<file path="src/rtl/sha3_lane_unloader_pkg.sv">
`default_nettype none
// ============================================================================
//  Module   : sha3_lane_unloader_pkg
//  Purpose  : Shared Keccak geometry, lane/state types and lane-index helpers.
//  Revision : 1.0 - initial release
// ============================================================================
package sha3_lane_unloader_pkg;

    localparam int X_AXIS        = 5;
    localparam int Y_AXIS        = 5;
    localparam int Z_AXIS        = 64;
    localparam int NUM_LANES_256 = 4;

    localparam int NUM_LANE_SLOTS = X_AXIS * Y_AXIS;
    localparam int LANE_IDX_W     = $clog2(NUM_LANE_SLOTS);

    typedef logic [Z_AXIS-1:0]                    lane_t;
    typedef lane_t [X_AXIS-1:0][Y_AXIS-1:0]       state_t;
    typedef logic [LANE_IDX_W-1:0]                lane_idx_t;
    typedef logic [2:0]                           axis_idx_t;

    typedef enum logic [0:0] {
        ST_IDLE   = 1'b0,
        ST_STREAM = 1'b1
    } unload_state_e;

    // Threshold chain instead of a divider; valid for lane indices 0..24.
    function automatic axis_idx_t div5(input lane_idx_t v);
        if (v >= lane_idx_t'(20)) return 3'd4;
        if (v >= lane_idx_t'(15)) return 3'd3;
        if (v >= lane_idx_t'(10)) return 3'd2;
        if (v >= lane_idx_t'(5))  return 3'd1;
        return 3'd0;
    endfunction

    function automatic axis_idx_t mod5(input lane_idx_t v);
        lane_idx_t w_base;
        w_base = lane_idx_t'({2'b00, div5(v)}) * lane_idx_t'(5);
        return axis_idx_t'(v - w_base);
    endfunction

    function automatic logic [5:0] mod64(input logic [7:0] v);
        return 6'(v);
    endfunction

    function automatic axis_idx_t lane_x(input lane_idx_t k);
        return mod5(k);
    endfunction

    function automatic axis_idx_t lane_y(input lane_idx_t k);
        return div5(k);
    endfunction

endpackage
`default_nettype wire

</file>
<file path="src/rtl/sha3_lane_unloader_if.sv">
`default_nettype none
// ============================================================================
//  Module   : sha3_lane_unloader_if
//  Purpose  : State-capture and lane-stream handshake bundle of the unloader.
//  Revision : 1.0 - initial release
// ============================================================================
interface sha3_lane_unloader_if;
    import sha3_lane_unloader_pkg::*;

    logic      st_valid;
    logic      st_ready;
    state_t    st_data;
    logic      ln_valid;
    logic      ln_ready;
    lane_t     ln_data;
    logic      ln_last;
    lane_idx_t ln_idx;

    // master: upstream state producer plus downstream lane consumer
    modport master (
        output st_valid, st_data, ln_ready,
        input  st_ready, ln_valid, ln_data, ln_last, ln_idx
    );

    modport slave (
        input  st_valid, st_data, ln_ready,
        output st_ready, ln_valid, ln_data, ln_last, ln_idx
    );
endinterface
`default_nettype wire

</file>
<file path="src/rtl/sha3_lane_unloader_mux.sv">
`default_nettype none
// ============================================================================
//  Module   : sha3_lane_mux
//  Purpose  : Selects lane k = x + 5*y from a state; LANE_BYTE_SWAP_EN
//             reverses the byte order of the selected lane.
//  Revision : 1.0 - initial release
// ============================================================================
module sha3_lane_mux
    import sha3_lane_unloader_pkg::*;
(
    input  state_t    state_i,
    input  lane_idx_t k_i,
    output lane_t     lane_o
);

    axis_idx_t w_x;
    axis_idx_t w_y;
    lane_t     w_raw;

    assign w_x   = lane_x(k_i);
    assign w_y   = lane_y(k_i);
    assign w_raw = state_i[w_x][w_y];

`ifdef LANE_BYTE_SWAP_EN
    lane_t w_swap;

    // Big-endian digest order: lane byte 0 leaves in the top byte position.
    always_comb begin
        w_swap = '0;
        for (int b = 0; b < Z_AXIS / 8; b++) begin
            w_swap[8*b +: 8] = w_raw[Z_AXIS - 8 - 8*b +: 8];
        end
    end

    assign lane_o = w_swap;
`else
    assign lane_o = w_raw;
`endif

endmodule
`default_nettype wire

</file>
<file path="src/rtl/sha3_lane_unloader.sv">
`default_nettype none
// ============================================================================
//  Module   : sha3_lane_unloader
//  Purpose  : Captures a permuted 1600-bit state and streams its first
//             NUM_LANES lanes, one per beat, in Keccak order k = x + 5*y.
//             Optional macro LANE_BYTE_SWAP_EN byte-reverses each lane.
//  Revision : 1.0 - initial release
// ============================================================================
module sha3_lane_unloader #(
    parameter int X_AXIS    = sha3_lane_unloader_pkg::X_AXIS,
    parameter int Y_AXIS    = sha3_lane_unloader_pkg::Y_AXIS,
    parameter int Z_AXIS    = sha3_lane_unloader_pkg::Z_AXIS,
    parameter int NUM_LANES = sha3_lane_unloader_pkg::NUM_LANES_256
) (
    input  wire                   clk,
    input  wire                   rst,
    sha3_lane_unloader_if.slave   bus
);
    import sha3_lane_unloader_pkg::*;

    if ((NUM_LANES < 1) || (NUM_LANES > X_AXIS * Y_AXIS)) begin : g_bad_num_lanes
        $error("sha3_lane_unloader: NUM_LANES must be within 1..X_AXIS*Y_AXIS");
    end

    if ((X_AXIS != sha3_lane_unloader_pkg::X_AXIS) ||
        (Y_AXIS != sha3_lane_unloader_pkg::Y_AXIS) ||
        (Z_AXIS != sha3_lane_unloader_pkg::Z_AXIS)) begin : g_bad_geometry
        $error("sha3_lane_unloader: lane grid must match the Keccak-f[1600] package geometry");
    end

    localparam lane_idx_t LAST_K = lane_idx_t'(NUM_LANES - 1);

    unload_state_e fsm_q;
    logic          st_ready_q;
    logic          ln_valid_q;
    logic          ln_last_q;
    lane_idx_t     k_q;
    lane_idx_t     k_d;
    state_t        state_q;
    lane_t         w_lane;

    assign k_d = k_q + lane_idx_t'(1);

    // st_ready is a flop rather than an IDLE decode so it stays low during reset.
    always_ff @(posedge clk or posedge rst) begin
        if (rst) begin
            fsm_q      <= ST_IDLE;
            st_ready_q <= 1'b0;
            ln_valid_q <= 1'b0;
            ln_last_q  <= 1'b0;
            k_q        <= '0;
            state_q    <= '0;
        end else begin
            case (fsm_q)
                ST_IDLE: begin
                    st_ready_q <= 1'b1;
                    if (bus.st_valid && st_ready_q) begin
                        state_q    <= bus.st_data;
                        k_q        <= '0;
                        ln_valid_q <= 1'b1;
                        ln_last_q  <= (NUM_LANES == 1);
                        st_ready_q <= 1'b0;
                        fsm_q      <= ST_STREAM;
                    end
                end
                ST_STREAM: begin
                    if (ln_valid_q && bus.ln_ready) begin
                        if (ln_last_q) begin
                            fsm_q      <= ST_IDLE;
                            st_ready_q <= 1'b1;
                            ln_valid_q <= 1'b0;
                            ln_last_q  <= 1'b0;
                            k_q        <= '0;
                        end else begin
                            k_q       <= k_d;
                            ln_last_q <= (k_d == LAST_K);
                        end
                    end
                end
                default: begin
                    fsm_q      <= ST_IDLE;
                    st_ready_q <= 1'b0;
                    ln_valid_q <= 1'b0;
                    ln_last_q  <= 1'b0;
                    k_q        <= '0;
                end
            endcase
        end
    end

    sha3_lane_mux u_lane_mux (
        .state_i (state_q),
        .k_i     (k_q),
        .lane_o  (w_lane)
    );

    assign bus.st_ready = st_ready_q;
    assign bus.ln_valid = ln_valid_q;
    assign bus.ln_last  = ln_last_q;
    assign bus.ln_idx   = k_q;
    assign bus.ln_data  = w_lane;

endmodule
`default_nettype wire

</file>
<file path="src/flat_wrapper.sv">
// flat-port wrapper written by rule: the top's interface ports become plain ports
module sha3_lane_unloader_flat import sha3_lane_unloader_pkg::*;
#(
    parameter int X_AXIS    = sha3_lane_unloader_pkg::X_AXIS,
    parameter int Y_AXIS    = sha3_lane_unloader_pkg::Y_AXIS,
    parameter int Z_AXIS    = sha3_lane_unloader_pkg::Z_AXIS,
    parameter int NUM_LANES = sha3_lane_unloader_pkg::NUM_LANES_256
)
  (clk, rst, bus_st_valid, bus_st_data, bus_ln_ready, bus_st_ready, bus_ln_valid, bus_ln_data, bus_ln_last, bus_ln_idx);
  sha3_lane_unloader_if bus_i ();
  input  wire clk;
  input  wire rst;
  input wire logic [$bits(bus_i.st_valid)-1:0] bus_st_valid;
  input wire logic [$bits(bus_i.st_data)-1:0] bus_st_data;
  input wire logic [$bits(bus_i.ln_ready)-1:0] bus_ln_ready;
  output wire logic [$bits(bus_i.st_ready)-1:0] bus_st_ready;
  output wire logic [$bits(bus_i.ln_valid)-1:0] bus_ln_valid;
  output wire logic [$bits(bus_i.ln_data)-1:0] bus_ln_data;
  output wire logic [$bits(bus_i.ln_last)-1:0] bus_ln_last;
  output wire logic [$bits(bus_i.ln_idx)-1:0] bus_ln_idx;
  assign bus_i.st_valid = bus_st_valid;
  assign bus_i.st_data = bus_st_data;
  assign bus_i.ln_ready = bus_ln_ready;
  assign bus_st_ready = bus_i.st_ready;
  assign bus_ln_valid = bus_i.ln_valid;
  assign bus_ln_data = bus_i.ln_data;
  assign bus_ln_last = bus_i.ln_last;
  assign bus_ln_idx = bus_i.ln_idx;
  sha3_lane_unloader #(.X_AXIS(X_AXIS), .Y_AXIS(Y_AXIS), .Z_AXIS(Z_AXIS), .NUM_LANES(NUM_LANES)) u_core (.clk(clk), .rst(rst), .bus(bus_i));
endmodule
</file>
<file path="config.mk">
export PLATFORM = sky130hd
export DESIGN_NAME = sha3_lane_unloader_flat
export DESIGN_NICKNAME = d
export VERILOG_FILES = /design/src/rtl/sha3_lane_unloader_pkg.sv /design/src/rtl/sha3_lane_unloader_if.sv /design/src/rtl/sha3_lane_unloader_mux.sv /design/src/rtl/sha3_lane_unloader.sv /design/src/flat_wrapper.sv
export SDC_FILE = /design/constraint.sdc
export NUM_CORES = 2
export LEC_CHECK = 0
export CORE_AREA = 2 2 647 649
export CTS_BUF_LIST = sky130_fd_sc_hd__clkbuf_8
export DETAILED_ROUTE_END_ITERATION = 10
export DIE_AREA = 0 0 649 651
export MAX_ROUTING_LAYER = met4
export SKIP_CTS_REPAIR_TIMING = 1
export SLEW_MARGIN = 20
export SYNTH_ARGS = -nofsm -noshare
export SYNTH_HDL_FRONTEND = slang
export SYNTH_SLANG_ARGS = --single-unit
</file>
<file path="constraint.sdc">
create_clock -name clk -period 89.8 [get_ports clk]
set_clock_uncertainty 0.05 [all_clocks]
set_input_delay 26.94 -clock clk [delete_from_list [all_inputs] [get_ports clk]]
set_output_delay 26.94 -clock clk [all_outputs]
set_load 0.1 [all_outputs]
</file>
; ---- Yosys cells after proc, flatten, opt, wreduce, memory -nomap -nowiden
; Index checks and enable logic that the tools add are counted.
; W data, S select, Z words.
[totals]
register_bits = 1609
out_inout_bits = 72
wordCells = 92
in_bits = 1604
[op_classes]
n_reduce_logical = 6
n_mul = 1
muxes = 42
bitwise = 1
eq_ne = 4
magnitude_cmp = 6
n_addsub = 2
[ops]
columns = op, n
row1 = $bmux W320 S3, 1
row2 = $mux W320, 1
row3 = $bmux W64 S3, 1
row4 = $mux W64, 1
row5 = $mux W3, 8
row6 = $mux W1, 22
row7 = $mux W5, 3
row8 = $ge A5 B4 Y1 const B, 2
row9 = $pmux W5 S2, 1
row10 = $lt A3 B4 Y1 const B, 2
row11 = $pmux W1 S2, 4
row12 = $reduce_and A2 Y1, 3
row13 = $add A5 B1 Y5 const B, 1
row14 = $eq A5 B2 Y1 const B, 1
row15 = $ge A5 B3 Y1 const B, 1
row16 = $ge A5 B5 Y1 const B, 1
row17 = $ne A2 B2 Y1 const B, 2
row18 = $mul A3 B3 Y3 const B, 1
row19 = $reduce_and A3 Y1, 1
row20 = $sub A3 B3 Y3, 1
row21 = $logic_and A1 B1 Y1, 2
row22 = $ne A2 B1 Y1 const B, 1
row23 = $not A1 Y1, 1

; ---- Logic depth before layout (Yosys ltp)
[depth]
depth_word = 18
depth_mapped = 22
depth_no_buf = 17

; ---- Hierarchy
; Synthesis repeated with hierarchy kept, for this count alone.
[hier_totals]
cells_unflattened = 5224
area_unflattened_um2 = 79846.6
[by_module_without_submodules]
columns = module, area_each_um2, instances, cells_per_inst, seq_area_each_um2
row1 = sha3_lane_unloader, 65810.6, 1, 3421, 40263.6
row2 = sha3_lane_mux, 14036.0, 1, 1803, 0.0

; ---- Worst setup path after synthesis
; No wires, ideal clock.
[synth_timing]
path_type = flip-flop to output port
start = register u_core.k_q[0], in the netlist u_core.bus.ln_idx[0]
end = output port bus_ln_data[50]
stages_incl_launch_ff = 19
t_arrival_ps = 8471
required_ps = 62810
slack_ps = 54339
path_buffers = 6
cell_sequence = dfrtp_1 ha_1 and3_1 ha_1 a41o_1 nand2b_1 clkbuf_1 o21ai_1 inv_2 clkbuf_1 ha_1 fa_1 buf_2 buf_2 clkbuf_1 clkbuf_1 o22ai_1 o21a_1 o311ai_0
[synth_via]
elab_chain_cells = 15
elab_cells_between_ends = 27
classes_between = add/sub (1) / mul (1) / order compare (4) / mux (21)
[synth_lines]
columns = item, line_no
row1 = "start, declared", sha3_lane_unloader.sv:37  ; lane_idx_t k_q;
row2 = "start signal, assigned", sha3_lane_unloader.sv:75  ; k_q <= k_d;
row3 = $ge A5 B3 Y1, sha3_lane_unloader_pkg.sv:32  ; if (v >= lane_idx_t'(5)) return 3'd1;
row4 = $mux W1 (2 in series), sha3_lane_unloader_pkg.sv:32
row5 = $mux W1, sha3_lane_unloader_pkg.sv:31  ; if (v >= lane_idx_t'(10)) return 3'd2;
row6 = $mux W1, sha3_lane_unloader_pkg.sv:30  ; if (v >= lane_idx_t'(15)) return 3'd3;
row7 = $mux W3, sha3_lane_unloader_pkg.sv:33  ; return 3'd0;
row8 = $mux W3, sha3_lane_unloader_pkg.sv:32
row9 = $mux W3, sha3_lane_unloader_pkg.sv:31
row10 = $mux W3, sha3_lane_unloader_pkg.sv:30
row11 = $mul A3 B3 Y3, sha3_lane_unloader_pkg.sv:38  ; w_base = lane_idx_t'({2'b00, div5(v)}) * lane_idx_t'(5);
row12 = $sub A3 B3 Y3, sha3_lane_unloader_pkg.sv:39  ; return axis_idx_t'(v - w_base);
row13 = $bmux W320 S3, sha3_lane_unloader_mux.sv:22  ; assign w_raw = state_i[w_x][w_y];
row14 = $mux W320 (not written as such), sha3_lane_unloader_mux.sv:22
row15 = $bmux W64 S3 *, sha3_lane_unloader_mux.sv:22
row16 = $mux W64 (not written as such) *, sha3_lane_unloader_mux.sv:22
row17 = "end, declared", flat_wrapper.sv:18  ; output wire logic [$bits(bus_i.ln_data)-1:0] bus_ln_data;
; Every way passes the cells marked *; elsewhere a longest branch is shown, timed or not. The select of a mux whose other input is x is not followed.

; ---- Final worst setup path
[layout_timing]
start = register u_core.k_q[1], in the netlist u_core.bus.ln_idx[1]
end = output port bus_ln_data[22]
; Same word-level chain as after synthesis.

==> flow_summary.json <==
{
  "synth-seq-cells": 1609,
  "grt_pass1_vias": 71800,
  "tritoncts": "built",
  "finalNonFillerCells": 16600,
  "synth-main-ff-cell": "dfrtp_1",
  "io_buffers": 1675,
  "crit_path_max_fanout": 43,
  "drc": 0,
  "final_cell_mix": "nand2_1, clkdlybuf4s50_1, dfrtp_1",
  "reg2reg_slack_ns": 84.43,
  "die_height_um": 651,
  "synth_warnings": 0,
  "outcome": "finished with violations",
  "area_growth_syn_to_layout_pct": 41.9,
  "arrival_ns": 11.15,
  "grt_overflow": 0,
  "drtIter0Drc": 8143,
  "reg2reg_from": "u_core.fsm_q",
  "yosysUniqueCellTypes": 79,
  "gr-usage-met2_pct": 43.0,
  "coreArea_um2": 415000,
  "hold_end": "u_core.state_q[7]",
  "die_area_um2": 422000,
  "hpwl_mm": 483,
  "maxSlewViolCount": 84,
  "cpPeakStageDelay_ns": 1.24,
  "initial_utilization_pct": 17.9,
  "clockBufferDepth": 4,
  "pre_cts_slack_ns": 52.69,
  "clkLatencyLatePin_ns": 1.08,
  "setup_viol": 0,
  "fmax_mhz": 26.2,
  "drive_above_1_share_pct": 9.67,
  "endpoint_kind": "output pin",
  "cp-start-kind": "register",
  "whs_ns": 0.417,
  "reg2reg_depth": 7,
  "synth-seq-area-share_pct": 54.2,
  "via_per_inst": 4.49,
  "crit_chain": "ha_1, and3_1, ha_1, a41o_1, nand2b_1, o21ai_4, inv_2, buf_4, a21oi_1, fa_4, buf_4, buf_4, buf_4, buf_4, mux4_1, nor3b_1, nor3_1, o221ai_1, clkdlybuf4s50_1",
  "grt_use_met3_pct": 12.4,
  "syn_area_per_cell_um2": 8.51,
  "hp-start": "u_core.state_q[7]",
  "antenna_found_initial": 853,
  "relSlewSlack_pct": -4.04,
  "gp_congestion": 0.955,
  "grt_max_degree": 210,
  "grt_use_total_pct": 28.2,
  "drt-total-wl_mm": 596,
  "synthCells": 8735,
  "fp-row-count": 237,
  "cap_violations": 0,
  "boundaryPins": 1676,
  "clock-root-buffer": "clkbuf_8",
  "crit_top_cell": "buf_4",
  "finalHoldViolCount": 0,
  "path_clk_slew_ns": 0.06,
  "rr_endpoint": "u_core.state_q[637]",
  "slowest_stage": "fa_4",
  "cts.sinks": 1609,
  "synth_area_um2": 74300,
  "numCtsBuffers": 327,
  "vias": 74400,
  "worstSetupPathType": "register to output pin",
  "tns_ns": 0,
  "grt_setup_unrepaired": "no",
  "gr-usage-met1_pct": 30.1,
  "fin_ws_ns": 51.66,
  "synth_nets": 10300,
  "hp-class": "register to register",
  "synthArstFlopShare_pct": 100,
  "period_needed_ns": 38.14,
  "finalNetCount": 11900,
  "grt_pass1_wl_mm": 756,
  "final_common_cell": "nand2_1",
  "min_path_cells": 2,
  "setup.worst_path.start": "u_core.bus.ln_idx[1]",
  "post_drt_wl_per_cell_um": 36.0,
  "failed_checks": "slew limit",
  "die_width_um": 649,
  "worst_slew_pin_slew_ns": 1.56,
  "ant_nets": 0,
  "busiest_layer": "met2",
  "dr.pass1.iters": 6,
  "dp.cells": 15500,
  "finalCritPeriodShare_pct": 42.5,
  "cts_max_level": 5,
  "required_ns": 62.81,
  "synth_edf_count": 0
}
==> critical path: cells and delay by family, from the launching register on <==
family / cells / cell delay, ns
multiplexers: 1 / 0.50
adder cells (fa/ha/maj): 3 / 1.78
buffers and inverters: 7 / 4.04
flip-flops: 1 / 0.86
AND/OR/NAND/NOR: 4 / 1.60
AO/OA/AOI/OAI: 4 / 1.11
==> sequential cells by signal (all words and copies together) (netlist names) <==
signal	cells
u_core.state_q	1600
u_core.bus.ln_idx	5
u_core.bus.ln_last	1
u_core.bus.ln_valid	1
u_core.bus.st_ready	1
u_core.fsm_q	1
==> per-layer routing <==
layer	wire, µm	vias to the layer above	part of all wire [%]
met5	0	-	0
met4	41400	0	6.9
met3	65900	1458	11
met2	270000	4188	45
met1	219000	36700	37
li1	-	32100	-
==> cell usage after synthesis, types with 5 or more instances <==
| master | number | area share (%) |
|---|---|---|
| nand2_1 | 5114 | 26 |
| dfrtp_1 | 1609 | 54 |
| clkbuf_1 | 459 | 2.3 |
| mux4_2 | 225 | 6.8 |
| a21oi_1 | 208 | 1.4 |
| nor2_1 | 201 | 1.0 |
| o21ai_0 | 151 | 1.0 |
| nand3_1 | 83 | 0.56 |
| buf_2 | 61 | 0.41 |
| mux2i_1 | 59 | 0.79 |
| a31oi_1 | 54 | 0.45 |
| o221ai_1 | 42 | 0.49 |
| a22oi_1 | 41 | 0.41 |
| and3_1 | 35 | 0.29 |
| buf_1 | 34 | 0.17 |
| a211o_1 | 27 | 0.32 |
| nor3_1 | 27 | 0.18 |
| o22ai_1 | 26 | 0.22 |
| a221oi_1 | 19 | 0.22 |
| nor2b_1 | 19 | 0.16 |
| a211oi_1 | 18 | 0.18 |
| o21ai_1 | 16 | 0.11 |
| a2111oi_0 | 15 | 0.18 |
| buf_4 | 15 | 0.15 |
| buf_6 | 14 | 0.21 |
| a311oi_1 | 11 | 0.13 |
| o31ai_1 | 10 | 0.10 |
| o211ai_1 | 8 | 0.081 |
| inv_1 | 7 | 0.035 |
| and2_1 | 6 | 0.050 |
| nor4_1 | 6 | 0.050 |
| a21o_1 | 5 | 0.050 |
| ha_1 | 5 | 0.084 |
| nand4_1 | 5 | 0.042 |
| o211a_1 | 5 | 0.067 |
| o22a_1 | 5 | 0.059 |
| o311a_1 | 5 | 0.067 |
==> how the worst max path moves through the flow <==
stage,endpoint,slack [ns],cells after the start
6_report,bus_ln_data[22],51.66,19
5_1_grt,bus_ln_data[22],51.44,19
4_1_cts,bus_ln_data[22],51.51,19
3_3_place_gp,bus_ln_data[10],52.38,21
2_1_floorplan,u_core.bus.ln_idx[0],17.41,1
3_5_place_dp,bus_ln_data[22],52.69,19
==> cell type report <==
type                    instances  area [µm²]
clock inverters               154        1130
inverters                       8        37.5
fillers                     45300      310000
flip-flops and latches       1609       40300
well taps                    5497        6880
clock buffers                 430        5920
diodes                        475        1190
multi-input cells            6533       32000
repair buffers               1850       18100
==> through the flow <==
step                util (%)  area (µm²)
finish                  25.4      105000
global route            25.4      105000
CTS                     25.1      104000
detailed placement      23.4       97200
global placement        23.4       97100
floorplan                  -       74300
==> kinds of logic (layout without fill, tap and decap cells) <==
logic type | Yosys count | count (layout) | synth area share, %
buf+inv | 593 | 2442 | 3.35
other cells | 0 | 475 | 0
flops | 1609 | 1609 | 54.2
mux | 289 | 289 | 7.71
simple gates | 5521 | 5521 | 28.4
fa+ha+maj | 6 | 6 | 0.111
xor+xnor | 9 | 9 | 0.157
compound gates | 708 | 708 | 6.10
Power is left out: the tool's default activity adds up to more than one toggle a clock period on the data nets, which glitch-free logic cannot reach.
